**src/rtl/fifo_uart_drain_ctrl_pkg.sv**
```systemverilog
// fifo_uart_drain_ctrl_pkg: shared widths, FSM states and burst-length helper for the FIFO->UART drain controller.
package fifo_uart_drain_ctrl_pkg;
    localparam int DATA_W = 8;
    localparam int COUNT_W = 13;
    typedef enum logic [2:0] {IDLE, SYNC, LEN, RD, LATCH, SEND} state_e;
    // A non-empty FIFO whose count still reads 0 (count lag) drains one byte.
    function automatic logic [7:0] burst_len(input logic [COUNT_W-1:0] count, input int max_burst);
        int c = int'(count);
        return c == 0 ? 8'd1 : c > max_burst ? 8'(max_burst) : 8'(c);
    endfunction
endpackage

```
**src/rtl/fifo_uart_drain_ctrl_if.sv**
```systemverilog
// fifo_uart_drain_ctrl_if: FIFO read port and UART valid/ready byte port of the drain controller.
interface fifo_uart_drain_ctrl_if;
    import fifo_uart_drain_ctrl_pkg::*;
    logic [DATA_W-1:0] fifo_dout;
    logic fifo_empty;
    logic [COUNT_W-1:0] fifo_rd_data_count;
    logic fifo_rd_en;
    logic [DATA_W-1:0] tx_data;
    logic tx_valid;
    logic tx_ready;
    modport master (
        input fifo_dout, fifo_empty, fifo_rd_data_count, tx_ready,
        output fifo_rd_en, tx_data, tx_valid
    );
    modport slave (
        output fifo_dout, fifo_empty, fifo_rd_data_count, tx_ready,
        input fifo_rd_en, tx_data, tx_valid
    );
endinterface

```
**src/rtl/fifo_uart_drain_ctrl_idle_timer.sv**
```systemverilog
// fifo_uart_drain_ctrl_idle_timer: saturating idle counter, expired once it holds TIMEOUT_CYC.
module fifo_uart_drain_ctrl_idle_timer #(
    parameter int TIMEOUT_CYC = 100000
) (
    input  logic clk,
    input  logic rst,
    input  logic clear,
    input  logic inc,
    output logic expired
);
    localparam int W = $clog2(TIMEOUT_CYC + 1);
    logic [W-1:0] cnt_q, cnt_d;
    assign cnt_d = clear ? '0 : (inc && cnt_q != W'(TIMEOUT_CYC)) ? cnt_q + 1'b1 : cnt_q;
    assign expired = cnt_q == W'(TIMEOUT_CYC);
    always_ff @(posedge clk) begin
        cnt_q <= rst ? '0 : cnt_d;
    end
endmodule

```
**src/rtl/fifo_uart_drain_ctrl.sv**
```systemverilog
// fifo_uart_drain_ctrl: drains the RX FIFO to the UART in framed bursts (sync byte, length, payload).
module fifo_uart_drain_ctrl
    import fifo_uart_drain_ctrl_pkg::*;
#(
    parameter int THRESH = 64,
    parameter int MAX_BURST = 255,
    parameter int TIMEOUT_CYC = 100000,
    parameter logic [7:0] SYNC_BYTE = 8'hA5
) (
    input  logic uart_tx_clk,
    input  logic reset,
    input  logic enable,
    fifo_uart_drain_ctrl_if.master bus,
    output logic busy,
    output logic [31:0] bytes_sent,
    output logic underrun
);
    state_e state_q, state_d;
    logic [7:0] len_q, len_d, rem_q, rem_d;
    logic [DATA_W-1:0] data_q, data_d;
    logic [31:0] sent_q, sent_d;
    logic underrun_q, underrun_d, busy_q, expired, start, hs, take;
    assign hs = bus.tx_valid && bus.tx_ready;
    assign take = state_q == SEND && hs;
    assign start = enable && !bus.fifo_empty
                 && (int'(bus.fifo_rd_data_count) >= THRESH || expired);
    fifo_uart_drain_ctrl_idle_timer #(.TIMEOUT_CYC(TIMEOUT_CYC)) u_timer (
        .clk(uart_tx_clk),
        .rst(reset),
        .clear(state_q != IDLE || bus.fifo_empty || start),
        .inc(!bus.fifo_empty),
        .expired(expired)
    );
    always_ff @(posedge uart_tx_clk) begin
        if (reset) begin
            state_q <= IDLE;
            len_q <= '0;
            rem_q <= '0;
            data_q <= '0;
            sent_q <= '0;
            underrun_q <= 1'b0;
            busy_q <= 1'b0;
        end else begin
            state_q <= state_d;
            len_q <= len_d;
            rem_q <= rem_d;
            data_q <= data_d;
            sent_q <= sent_d;
            underrun_q <= underrun_d;
            busy_q <= state_d != IDLE;
        end
    end
    always_comb begin
        state_d = state_q;
        case (state_q)
            IDLE:    state_d = start ? SYNC : IDLE;
            SYNC:    state_d = hs ? LEN : SYNC;
            LEN:     state_d = hs ? RD : LEN;
            RD:      state_d = bus.fifo_empty ? IDLE : LATCH;
            LATCH:   state_d = SEND;
            SEND:    state_d = hs ? (rem_q == 8'd1 ? IDLE : RD) : SEND;
            default: state_d = IDLE;
        endcase
    end
    always_comb begin
        len_d = (state_q == IDLE && start) ? burst_len(bus.fifo_rd_data_count, MAX_BURST) : len_q;
        rem_d = (state_q == IDLE && start) ? len_d : take ? rem_q - 8'd1 : rem_q;
        data_d = state_q == LATCH ? bus.fifo_dout : data_q;
        sent_d = take ? sent_q + 32'd1 : sent_q;
        underrun_d = underrun_q || (state_q == RD && bus.fifo_empty);
    end
    assign bus.fifo_rd_en = state_q == RD && !bus.fifo_empty;
    assign bus.tx_valid = state_q == SYNC || state_q == LEN || state_q == SEND;
    assign bus.tx_data = state_q == SYNC ? SYNC_BYTE : state_q == LEN ? len_q : data_q;
    assign busy = busy_q;
    assign bytes_sent = sent_q;
    assign underrun = underrun_q;
endmodule

```
**src/flat_wrapper.sv**
```systemverilog
// flat-port wrapper written by rule: the top's interface ports become plain ports
module fifo_uart_drain_ctrl_flat import fifo_uart_drain_ctrl_pkg::*;
#(
    parameter int THRESH = 64,
    parameter int MAX_BURST = 255,
    parameter int TIMEOUT_CYC = 100000,
    parameter logic [7:0] SYNC_BYTE = 8'hA5
)
  (uart_tx_clk, reset, enable, busy, bytes_sent, underrun, bus_fifo_dout, bus_fifo_empty, bus_fifo_rd_data_count, bus_tx_ready, bus_fifo_rd_en, bus_tx_data, bus_tx_valid);
  fifo_uart_drain_ctrl_if bus_i ();
  input  logic uart_tx_clk;
  input  logic reset;
  input  logic enable;
  output logic busy;
  output logic [31:0] bytes_sent;
  output logic underrun;
  input wire logic [$bits(bus_i.fifo_dout)-1:0] bus_fifo_dout;
  input wire logic [$bits(bus_i.fifo_empty)-1:0] bus_fifo_empty;
  input wire logic [$bits(bus_i.fifo_rd_data_count)-1:0] bus_fifo_rd_data_count;
  input wire logic [$bits(bus_i.tx_ready)-1:0] bus_tx_ready;
  output wire logic [$bits(bus_i.fifo_rd_en)-1:0] bus_fifo_rd_en;
  output wire logic [$bits(bus_i.tx_data)-1:0] bus_tx_data;
  output wire logic [$bits(bus_i.tx_valid)-1:0] bus_tx_valid;
  assign bus_i.fifo_dout = bus_fifo_dout;
  assign bus_i.fifo_empty = bus_fifo_empty;
  assign bus_i.fifo_rd_data_count = bus_fifo_rd_data_count;
  assign bus_i.tx_ready = bus_tx_ready;
  assign bus_fifo_rd_en = bus_i.fifo_rd_en;
  assign bus_tx_data = bus_i.tx_data;
  assign bus_tx_valid = bus_i.tx_valid;
  fifo_uart_drain_ctrl #(.THRESH(THRESH), .MAX_BURST(MAX_BURST), .TIMEOUT_CYC(TIMEOUT_CYC), .SYNC_BYTE(SYNC_BYTE)) u_core (.uart_tx_clk(uart_tx_clk), .reset(reset), .enable(enable), .bus(bus_i), .busy(busy), .bytes_sent(bytes_sent), .underrun(underrun));
endmodule
```
**config.mk**
```make
export PLATFORM = sky130hd
export DESIGN_NAME = fifo_uart_drain_ctrl_flat
export DESIGN_NICKNAME = d
export VERILOG_FILES = /design/src/rtl/fifo_uart_drain_ctrl_pkg.sv /design/src/rtl/fifo_uart_drain_ctrl_if.sv /design/src/rtl/fifo_uart_drain_ctrl_idle_timer.sv /design/src/rtl/fifo_uart_drain_ctrl.sv /design/src/flat_wrapper.sv
export SDC_FILE = /design/constraint.sdc
export NUM_CORES = 1
export LEC_CHECK = 0
export CAP_MARGIN = 10
export CORE_MARGIN = 5
export CORE_UTILIZATION = 48
export CTS_BUF_LIST = sky130_fd_sc_hd__clkbuf_16
export CTS_CLUSTER_DIAMETER = 120
export DETAILED_ROUTE_END_ITERATION = 10
export PLACE_DENSITY = 0.82
export SLEW_MARGIN = 15
export SYNTH_ARGS = -nofsm -noshare
export SYNTH_HDL_FRONTEND = slang
export SYNTH_HIERARCHICAL = 1
export SYNTH_SLANG_ARGS = --single-unit
```
**constraint.sdc**
```tcl
create_clock -name uart_tx_clk -period 2.5 [get_ports uart_tx_clk]
set_clock_uncertainty 0.15 [all_clocks]
set_input_delay 0.5 -clock uart_tx_clk [delete_from_list [all_inputs] [get_ports uart_tx_clk]]
set_output_delay 0.5 -clock uart_tx_clk [all_outputs]
set_load 0.01 [all_outputs]
```
=== Word level (Yosys, flattened, before mapping) ===
Cells that the tools add are included.

* Bits in registers: 78
* Input bits: 26
* Logic and storage cells: 56

* $add $sub $neg: 3
* Magnitude comparators: 2
* Equality and inequality tests: 8
* Mux-type cells: 14
* Reduce and logical (&&, ||, !) cells: 21

{| class="wikitable"
|+ Operator list
! operator !! count
|-
| 2-to-1 mux 8 bit || 7
|-
| adder 32 x 1 -> 32 bit (second input constant) || 1
|-
| one-hot mux 3 bit (6 select lines) || 1
|-
| adder 17 x 1 -> 17 bit (second input constant) || 1
|-
| equality test 17 bit (second input constant) || 1
|-
| != test 17 bit (second input constant) || 1
|-
| >= comparator 13 x 7 -> 1 bit (second input constant) || 1
|-
| > comparator 13 x 8 -> 1 bit (second input constant) || 1
|-
| logical NOT 13 bit || 1
|-
| equality test 8 x 1 -> 1 bit (second input constant) || 1
|-
| logical AND 1 bit || 8
|-
| subtractor 8 x 1 -> 8 bit (second input constant) || 1
|-
| equality test 3 x 2 -> 1 bit (second input constant) || 2
|-
| equality test 3 bit (second input constant) || 2
|-
| logical OR 1 bit || 6
|-
| 2-to-1 mux 3 bit || 2
|-
| nonzero test 3 bit || 2
|-
| 2-to-1 mux 2 bit || 2
|-
| equality test 3 x 1 -> 1 bit (second input constant) || 1
|-
| logical NOT 3 bit || 1
|-
| 2-to-1 mux 1 bit || 2
|-
| nonzero test 2 bit || 1
|-
| OR reduction 2 bit || 1
|-
| logical NOT 1 bit || 1
|}

=== Depth between registers and ports, before layout ===
Gate-level depths: netlist (run 1).

* Depth in word-level cells: 7
* Mapped depth: 12
* Mapped depth without buffers: 11

=== Cells and area by module ===
Netlist (run 1), hierarchy kept.

{| class="wikitable"
|+ Modules (own cells, without submodules)
! module !! times used !! cells an instance !! area each (sq um)
|-
| fifo_uart_drain_ctrl || 1 || 356 || 3027.9
|-
| fifo_uart_drain_ctrl_idle_timer || 1 || 104 || 870.8
|}

=== Least setup slack after synthesis (run 1) ===
Ideal clock, no wire load.

* Path kind: flip-flop to flip-flop
* From: reg u_core.u_timer.cnt_q[0]
* To: reg u_core.u_timer.cnt_q[4]
* Setup time: 71 ps
* Arrival: 2254 ps
* Data required time: 2279 ps
* Slack: 26 ps
* Cell stages (with the launch flop): 13
* Clock period less this slack: 2474 ps
* Cell sequence: dfxtp_1 inv_1 ha_1 nor4b_1 and4_1 nor3_1 nand3_1 nand2_1 nand2_1 or2_2 clkbuf_1 clkbuf_1 a21oi_1

* Cells in the longest elaborated chain, start to end: 5
* Elaborated cells between the ends (all ways): 8

{| class="wikitable"
|+ Ends and longest elaborated chain
! what !! RTL line !! RTL
|-
| start, declared || fifo_uart_drain_ctrl_idle_timer.sv:12 || <nowiki>logic [W-1:0] cnt_q, cnt_d;</nowiki>
|-
| start signal, assigned || fifo_uart_drain_ctrl_idle_timer.sv:16 || <nowiki>cnt_q <= rst ? '0 : cnt_d;</nowiki>
|-
| equality test 17 bit || fifo_uart_drain_ctrl_idle_timer.sv:14 || <nowiki>assign expired = cnt_q == W'(TIMEOUT_CYC);</nowiki>
|-
| net u_core.expired || fifo_uart_drain_ctrl.sv:22 || <nowiki>logic underrun_q, underrun_d, busy_q, expired, start, hs, take;</nowiki>
|-
| logical OR 1 bit || fifo_uart_drain_ctrl.sv:26 || <nowiki>&& (int'(bus.fifo_rd_data_count) >= THRESH || expired);</nowiki>
|-
| logical AND 1 bit || fifo_uart_drain_ctrl.sv:26 ||
|-
| logical OR 1 bit || fifo_uart_drain_ctrl.sv:30 || <nowiki>.clear(state_q != IDLE || bus.fifo_empty || start),</nowiki>
|-
| OR reduction 2 bit (no line) || n/a ||
|}

The timed path passes the listed nets, and every way through them passes these cells.
A chain may end at the register's enable or synchronous reset.

=== Worst setup path after layout (run 1) ===
* From: in bus_fifo_empty
* To: out bus_fifo_rd_en

* Cells in the longest elaborated chain, start to end: 2

{| class="wikitable"
|+ Ends and longest elaborated chain
! what !! RTL line !! RTL
|-
| start, declared || flat_wrapper.sv:18 || <nowiki>input wire logic [$bits(bus_i.fifo_empty)-1:0] bus_fifo_empty;</nowiki>
|-
| logical NOT 1 bit || fifo_uart_drain_ctrl.sv:72 || <nowiki>assign bus.fifo_rd_en = state_q == RD && !bus.fifo_empty;</nowiki>
|-
| logical AND 1 bit || fifo_uart_drain_ctrl.sv:72 ||
|-
| end, declared || flat_wrapper.sv:21 || <nowiki>output wire logic [$bits(bus_i.fifo_rd_en)-1:0] bus_fifo_rd_en;</nowiki>
|}

Every way passes these cells.

==> impl_results.md, run 1 <==
* Status: complete, no violations
* Starting Density at between 40% and 50%
* Initial antenna violation count at 0
* Via count at slightly below 4000
* Largest net degree at the start of global routing at 24
* Most used DFF post-synth: dfxtp_1
* Max-slew violations at 0
* R2R cell count at 7
* Final period util at a little over nine tenths
* Critical Path Max Stage Delay at 590 ps
* LEAKAGE at 1.85 nW
* Worst hold path depth at 2
* CTS sink count at 78
* Min-Delay Path Class: flip-flop to flip-flop
* Share of cells above drive strength 1 at between 10% and 20%
* Vias in the first global route at between 3000 and 4000
* FMAX at approximately 400 MHz
* Clock Tree Buf Depth at 2
* Crit. End Element: output pin
* Actual slew at the worst max-slew pin at ~700 ps
* Post-route ant nets at 0
* Worst r2r src: u_core/u_timer/cnt_q[0]$_SDFFE_PP0P_
* Worst hold endpoint: u_core/underrun$_SDFF_PP0_
* Final hold slack at approximately 330 ps
* Critical Path RT at 1850 ps
* DRT iter0 DRCs at ~300
* # setup viols final at 0
* Routed wire length per instance at between 15 and 20 µm
* Most used cell, CP: clkdlybuf4s50_1
* Via-per-instance ratio at slightly below 6
* Endpoint of the worst register-to-register path: u_core/rem_q[7]$_SDFFE_PP0P_
* Die area at between 0.01 and 0.015 mm²
* Number of flops mapped to enable cells by yosys at 0
* Drt drc at 0
* Width of the die at roughly 100 µm
* PD cells at between 500 and 600 mW/mm²
* Post-CTS setup buffers at 0
* Mapped Cells at 460
* Maxcap violations at 0
* Ys async rst share at 0%
* Worst Path Max Fanout at 4
* CTS tree: built
* # IOs at 70
* Area grow syn2layout at 32.6%
* Core footprint at about 0.0078 mm²
* Clk_lat worst skew at ~320 ps
* Arrival time at the worst endpoint at ~1800 ps
* Avg Inst Size Synth at approximately 8.5 µm²
* Share of the yosys chip area belonging to registers at between 40 and 50%
* #FFs+latches synth at just under 80
* DR pass1 iterations at 5
* First-pass GRT wire length at 17000 µm
* H-tree levels at 3
* Synthesized Nets at between 400 and 500
* ANT cells at 0
* Post-synthesis cell type count at 54
* CP Cell Sequence: clkdlybuf4s50_1, nor4_2, clkdlybuf4s50_1
* Hold_sp: u_core/underrun$_SDFF_PP0_
* TNS Setup at 0 ps
* Clock Tree Root: clkbuf_16
* Crit Path Category: input port to output pin
* R2R setup slack at roughly 90 ps
* Gr ovfl total at 0
* Max VDD drop at 0.432 mV
* Total CTS buffers at 9
* Final GP Congestion at about 0.89
* Clk pin slew, worst setup/hold paths at roughly 50 ps
* Startpoint types: input port
* Post-DP HPWL at roughly 7600 µm
* Mapped Area at 0.00390 mm²
* Final Hold Fails at 0
* Min cycle time layout at 2450 ps
* Relative slew margins at between 50% and 60%
* WL final at around 10000 µm
* Slowest CP cell: clkdlybuf4s50_1
* Number of port buffers at 69
* Ys Warns at 6
* Tot Pwr at 2.69 mW
* Global-route usage over all layers at 20.5%
* Die H at approximately 100 µm
* Final #Nets at between 500 and 600
* Row count at 32
* Filler cell count in the final layout at 640
## layout make-up
type / count / area (µm²) / area share (%)
inverters: 21 / 80.1 / 1.55
multi-input cells: 336 / 2220 / 42.9
flip-flops and latches: 78 / 1570 / 30.3
clock buffers: 9 / 225 / 4.36
well taps: 102 / 128 / 2.47
clock inverters: 7 / 32.5 / 0.629
repair buffers: 100 / 920 / 17.8
## metrics by stage
step	worst slack [ps]	cell area [µm²]	util [%]	cells
after floorplan	25.8	3900	-	460
after global placement	-154	4840	62.0	637
after detailed placement	-208	4840	62.0	637
after CTS	1.77	5120	65.6	653
after global routing	-23.8	5170	66.2	653
final	54.5	5170	66.2	653
## cells in the final DEF (no fill, tap or decap), types with 3 or more instances in the layout
cell              n
a21oi_1          33
a221oi_1          6
a22oi_1           4
and3_1            3
and4_1            9
buf_4            31
clkbuf_16         9
clkdlybuf4s50_1  60
clkinv_2          6
dfxtp_1          76
dlygate4sd2_1     5
dlymetal6s2s_1    3
ha_1              5
inv_1            20
mux2_2            3
mux2i_1          10
nand2_1          28
nand3_1          21
nand4_1          13
nor2_1           42
nor2b_1           3
nor3_1            7
nor4_1           11
o21ai_0          26
o221a_2           8
o22ai_1           4
o311ai_0          3
o31ai_1           6
o41ai_1           3
or2_2             3
or3_1            19
or4_1             9
xnor2_1          16
xor2_1            7
## report_power, final
group	switching [mW]	leakage, nW	internal, mW
Combinational	0.141	1.08	0.134
Clock	0.468	0.137	0.655
Sequential	0.0245	0.633	1.27
Total	0.634	1.85	2.06
## critical path, delay by kind of cell
kind                   cells  cell delay (ps)
and+or+nand+nor            1              220
buffers and inverters      2             1080
## cell families (layout without fill, tap and decap cells)
group | Yosys count | count (layout) | share of synthesized area [%]
compound gates | 107 | 107 | 17.9
xor+xnor | 23 | 23 | 5.17
buf+inv | 46 | 137 | 4.78
fa+ha+maj | 5 | 5 | 1.60
flops | 78 | 78 | 40.1
mux | 13 | 13 | 3.43
simple gates | 188 | 188 | 27.1
## routing by layer
metal | GRT usage (%) | wire [µm] | vias to the layer above
met5 | 0 | 0 | -
met4 | 6.11 | 138 | 0
met2 | 35.7 | 5260 | 122
met3 | 5.14 | 633 | 17
met1 | 24.7 | 4320 | 1820
li1 | - | - | 1896
## worst max path at each step
stage	startpoint	to	slack [ps]	cells past startpoint
3_5_place_dp	bus_tx_ready	u_core/bytes_sent[13]$_SDFFE_PP0P_	-210	6
3_3_place_gp	bus_fifo_rd_data_count[10]	u_core/rem_q[6]$_SDFFE_PP0P_	-150	4
6_report	bus_fifo_empty	bus_fifo_rd_en	50	3
2_1_floorplan	u_core/u_timer/cnt_q[0]$_SDFFE_PP0P_	u_core/u_timer/cnt_q[4]$_SDFFE_PP0P_	30	12
4_1_cts	u_core/state_q[0]$_SDFF_PP0_	bus_tx_data[4]	2	5
5_1_grt	u_core/u_timer/cnt_q[0]$_SDFFE_PP0P_	u_core/rem_q[7]$_SDFFE_PP0P_	-20	7
## synth_stat cells (10+ instances only)
cell,number,area [µm²]
o21ai_0,27,135
clkbuf_1,19,71.3
inv_1,20,75.1
mux2i_1,10,100
a21oi_1,34,170
nand3_1,21,105
nand2_1,28,105
or3_1,19,119
xnor2_1,16,140
nor4_1,12,75.1
dfxtp_1,78,1560
nor2_1,43,161
nand4_1,13,81.3
## sequential cells by signal, summed over array words and instances, names as in the netlist
signal and count:
u_core/busy 1, u_core/bytes_sent 32, u_core/data_q 8, u_core/len_q 8, u_core/rem_q 8, u_core/state_q 3
u_core/u_timer/cnt_q 17, u_core/underrun 1
## timing repair
| item | 4_1_cts | 5_1_grt |
|---|---|---|
| endpoints found under the setup margin | 11 | 18 |
| gates resized for setup | 16 | 11 |
| hold buffers | 0 | 0 |
(Power assumes the default switching activity.)
==> run 2, diff against run 1 <==
--- a/config.mk
+++ b/config.mk
@@ -7,11 +7,11 @@
 export LEC_CHECK = 0
 export CAP_MARGIN = 10
 export CORE_MARGIN = 5
-export CORE_UTILIZATION = 48
+export CORE_UTILIZATION = 53
 export CTS_BUF_LIST = sky130_fd_sc_hd__clkbuf_16
 export CTS_CLUSTER_DIAMETER = 120
 export DETAILED_ROUTE_END_ITERATION = 10
-export PLACE_DENSITY = 0.82
+export PLACE_DENSITY = 0.85
 export SLEW_MARGIN = 15
 export SYNTH_ARGS = -nofsm -noshare
 export SYNTH_HDL_FRONTEND = slang
==> constraint.sdc (replaced) <==
create_clock -name uart_tx_clk -period 2.56 [get_ports uart_tx_clk]
set_clock_uncertainty 0.15 [all_clocks]
set_input_delay 0.512 -clock uart_tx_clk [delete_from_list [all_inputs] [get_ports uart_tx_clk]]
set_output_delay 0.512 -clock uart_tx_clk [all_outputs]
set_load 0.01 [all_outputs]
==> run 2 against run 1 <==
  * First-iteration DRC count is 17% higher
  * Sequential cell count stayed put
  * Critical path type is now flip-flop to output pin
  * Die area is 8.5% lower
  * Largest power group is now clock
  * Worst setup slack better by 35 ps
  * Combinational power hardly changed
  * Cell area hardly changed
  * Worst hold slack better by 1.4 ps
==> impl_results.md, run 2 (same netlist as run 1, synthesis figures left out) <==
* Post-route cell area at 0.00517 mm² (about the same)
* Global-route usage over all layers at 23.1% (+2.7 points)
* H-tree levels at 3 (unchanged)
* Maxcap violations at 0 (unchanged)
* # setup viols final at 0 (unchanged)
* Row count at 31 (-3.1%)
* Endpoint of the worst register-to-register path: u_core/rem_q[6]$_SDFFE_PP0P_
* Worst hold endpoint: u_core/underrun$_SDFF_PP0_
* Dpl cell area at 0.00480 mm² (-0.70%)
* Drt drc at 0 (unchanged)
* Via-per-instance ratio at 6.03 (+2.2%)
* Max VDD drop at 0.401 mV (-7.0%)
* R2R setup slack at 140 ps (+50 ps)
* WP buf/inv at 2 (unchanged)
* Actual slew at the worst max-slew pin at 711 ps (+12.9 ps)
* Worst Path Max Fanout at 8 (+4)
* Die H at 95.8 µm (-4.4%)
* Startpoint types: flip-flop
* Relative slew margins at 52.2% (-0.87 points)
* Largest net degree at the start of global routing at 24 (unchanged)
* Clk pin slew, worst setup/hold paths at 50 ps (about the same)
* Crit. End Element: output pin
* WL final at 10500 µm (+1.8%)
* Max-slew violations at 0 (unchanged)
* Min cycle time layout at approximately 2500 ps
* Final period util at just under 100%
* PD cells at 548 mW/mm² (+5.2%)
* Via count at 3891 (+0.93%)
* Core Util, Final at 71.7% (+5.5 points)
* Gr ovfl total at 0 (unchanged)
* Tot Pwr at 2.84 mW (+5.3%)
* First-pass GRT wire length at 16800 µm (-0.69%)
* Critical Path Max Stage Delay at 560 ps (-30 ps)
* Routed wire length per instance at 16.3 µm (+3.1%)
* Hold Buf Count CTS at 0 (unchanged)
* Worst hold path depth at 2 (unchanged)
* CP Cell Sequence: clkinv_2, a21oi_4, nor2_1, a21oi_1, clkdlybuf4s50_1
* Clock Power Share at 45.8% (+4.1 points)
* Internal power at 2.21 mW (+7.4%)
* TNS Setup at 0 ps (unchanged)
* Final #Nets at 573 (-0.69%)
* Core footprint at 0.00721 mm² (-7.6%)
* Comb power frac at 9.7% (-0.5 points)
* Sequential share of power at 44.5% (-3.6 points)
* Post-route ant nets at 0 (unchanged)
* Filler cell count in the final layout at 553 (-14%)
* Share of cells above drive strength 1 at 13.6% (-0.97 points)
* Commonest non-fill, non-tap cell in the layout: dfxtp_1
* ANT cells at 0 (unchanged)
* Vias in the first global route at 3585 (-1.9%)
* Family with the most delay on the worst path: buffers and inverters
* Max reg flops at 32 (unchanged)
* CTS sink count at 78 (unchanged)
* Arrival time at the worst endpoint at 1810 ps (about the same)
* Area grow syn2layout at 32.7% (about the same)
* Status: complete, no violations
* Final Hold Fails at 0 (unchanged)
* Most frequent cells in the layout: dfxtp_1 (75), clkdlybuf4s50_1 (62), nor2_1 (42), a21oi_1 (33)
* Crit Path Category: flip-flop to output pin
* Starting Density at 54.0% (+4.1 points)
* Slowest CP cell: clkdlybuf4s50_1
* Post-DP HPWL at 7500 µm (-0.80%)
* Critical Path RT at 1900 ps (+50 ps)
* Final GP Congestion at 0.891 (about the same)
* DR pass1 iterations at 5 (unchanged)
* Clock Tree Buf Depth at 2 (unchanged)
* FMAX at a little over 400 MHz
* # IOs at 70 (unchanged)
* DRT iter0 DRCs at 362 (+17%)
* Post-CTS setup buffers at 0 (unchanged)
* LEAKAGE at 1.85 nW (about the same)
* RSZ-0062 raised after global routing: no
* CTS tree: built
* Initial antenna violation count at 0 (unchanged)
* Clk_lat worst skew at 330 ps (about the same)
* Sw frac at 22.0% (-1.6 points)
* Number of port buffers at 69 (unchanged)
* Min-Delay Path Class: flip-flop to flip-flop
* R2R cell count at 7 (unchanged)
* Die area at 0.00917 mm² (-8.5%)
* Sw Pwr at 623 µW (-1.7%)
* Clock Tree Root: clkbuf_16
* Width of the die at 95.8 µm (-4.4%)
* Worst r2r src: u_core/u_timer/cnt_q[0]$_SDFFE_PP0P_
* Total CTS buffers at 9 (unchanged)
* Hold_sp: u_core/underrun$_SDFF_PP0_
run 2: cell count changes in the layout (fill, tap and decap cells not counted), moves of 2 or more:
cell	before	now
o21ai_1	0	2
dlygate4sd2_1	5	1
dlymetal6s2s_1	3	5
clkinv_2	6	3
bufinv_16	0	2
clkdlybuf4s50_1	60	62
buf_4	31	27
run 2: worst max-delay path by stage:
| stage | depth (start not counted) | endpoint | slack (ps) | from |
|---|---|---|---|---|
| final | 5 | bus_tx_data[0] | 90 | u_core/state_q[0]$_SDFF_PP0_ |
| after global routing | 5 | u_core/rem_q[7]$_SDFFE_PP0P_ | 6 | u_core/u_timer/cnt_q[7]$_SDFFE_PP0P_ |
| after CTS | 5 | bus_tx_data[5] | -0.04 | u_core/state_q[2]$_SDFF_PP0_ |
| after detailed placement | 4 | u_core/rem_q[6]$_SDFFE_PP0P_ | -130 | bus_fifo_rd_data_count[10] |
| after global placement | 4 | u_core/rem_q[6]$_SDFFE_PP0P_ | -100 | bus_fifo_rd_data_count[10] |
| after floorplan | 12 | u_core/u_timer/cnt_q[4]$_SDFFE_PP0P_ | 90 | u_core/u_timer/cnt_q[0]$_SDFFE_PP0P_ |
run 2: power by group through the flow:
| stage | clock network [mW] | logic, mW | registers, mW |
|---|---|---|---|
| 2_1_floorplan | 0 | 0.141 | 1.28 |
| 3_3_place_gp | 0 | 0.252 | 1.29 |
| 3_5_place_dp | 0 | 0.260 | 1.29 |
| 4_1_cts | 1.31 | 0.266 | 1.26 |
| 5_1_grt | 1.38 | 0.296 | 1.26 |
| 6_report | 1.30 | 0.274 | 1.26 |
run 2: timing repair:
action                     in CTS  in global routing
resized for setup               8                 16
setup endpoints to repair      10                 36
pin swaps                       1                  1
run 2: layout make-up:
class	count	area, µm²	area share, %
clock inverter	6	77.6	1.50
tap	99	124	2.39
clock buffer	9	225	4.35
timing repair buffer	96	900	17.4
sequential	78	1570	30.3
inverter	21	80.1	1.55
multi-input combinational	336	2200	42.5
run 2: metrics by stage:
stage	cells	setup slack (ps)	hold WS [ps]
2_1_floorplan	460	85.8	304
3_3_place_gp	630	-96.4	320
3_5_place_dp	630	-128	317
4_1_cts	645	-0.0360	335
5_1_grt	645	5.56	373
6_report	645	89.4	336
run 2: worst reg2reg max path: stages (launching register included):
cell and delay [ps]:
dfxtp_1 310, inv_1 90, ha_1 170, nor4b_2 250, and4_1 310, nor3_4 60
or4_1 650, o221a_2 320
run 2: per-layer routing:
layer | wire length [µm] | vias to the layer above | track usage [%]
li1 | - | 1883 | -
met1 | 4410 | 1853 | 28.3
met2 | 5280 | 134 | 39.5
met3 | 656 | 21 | 6.33
met4 | 187 | 0 | 7.11
met5 | 0 | - | 0
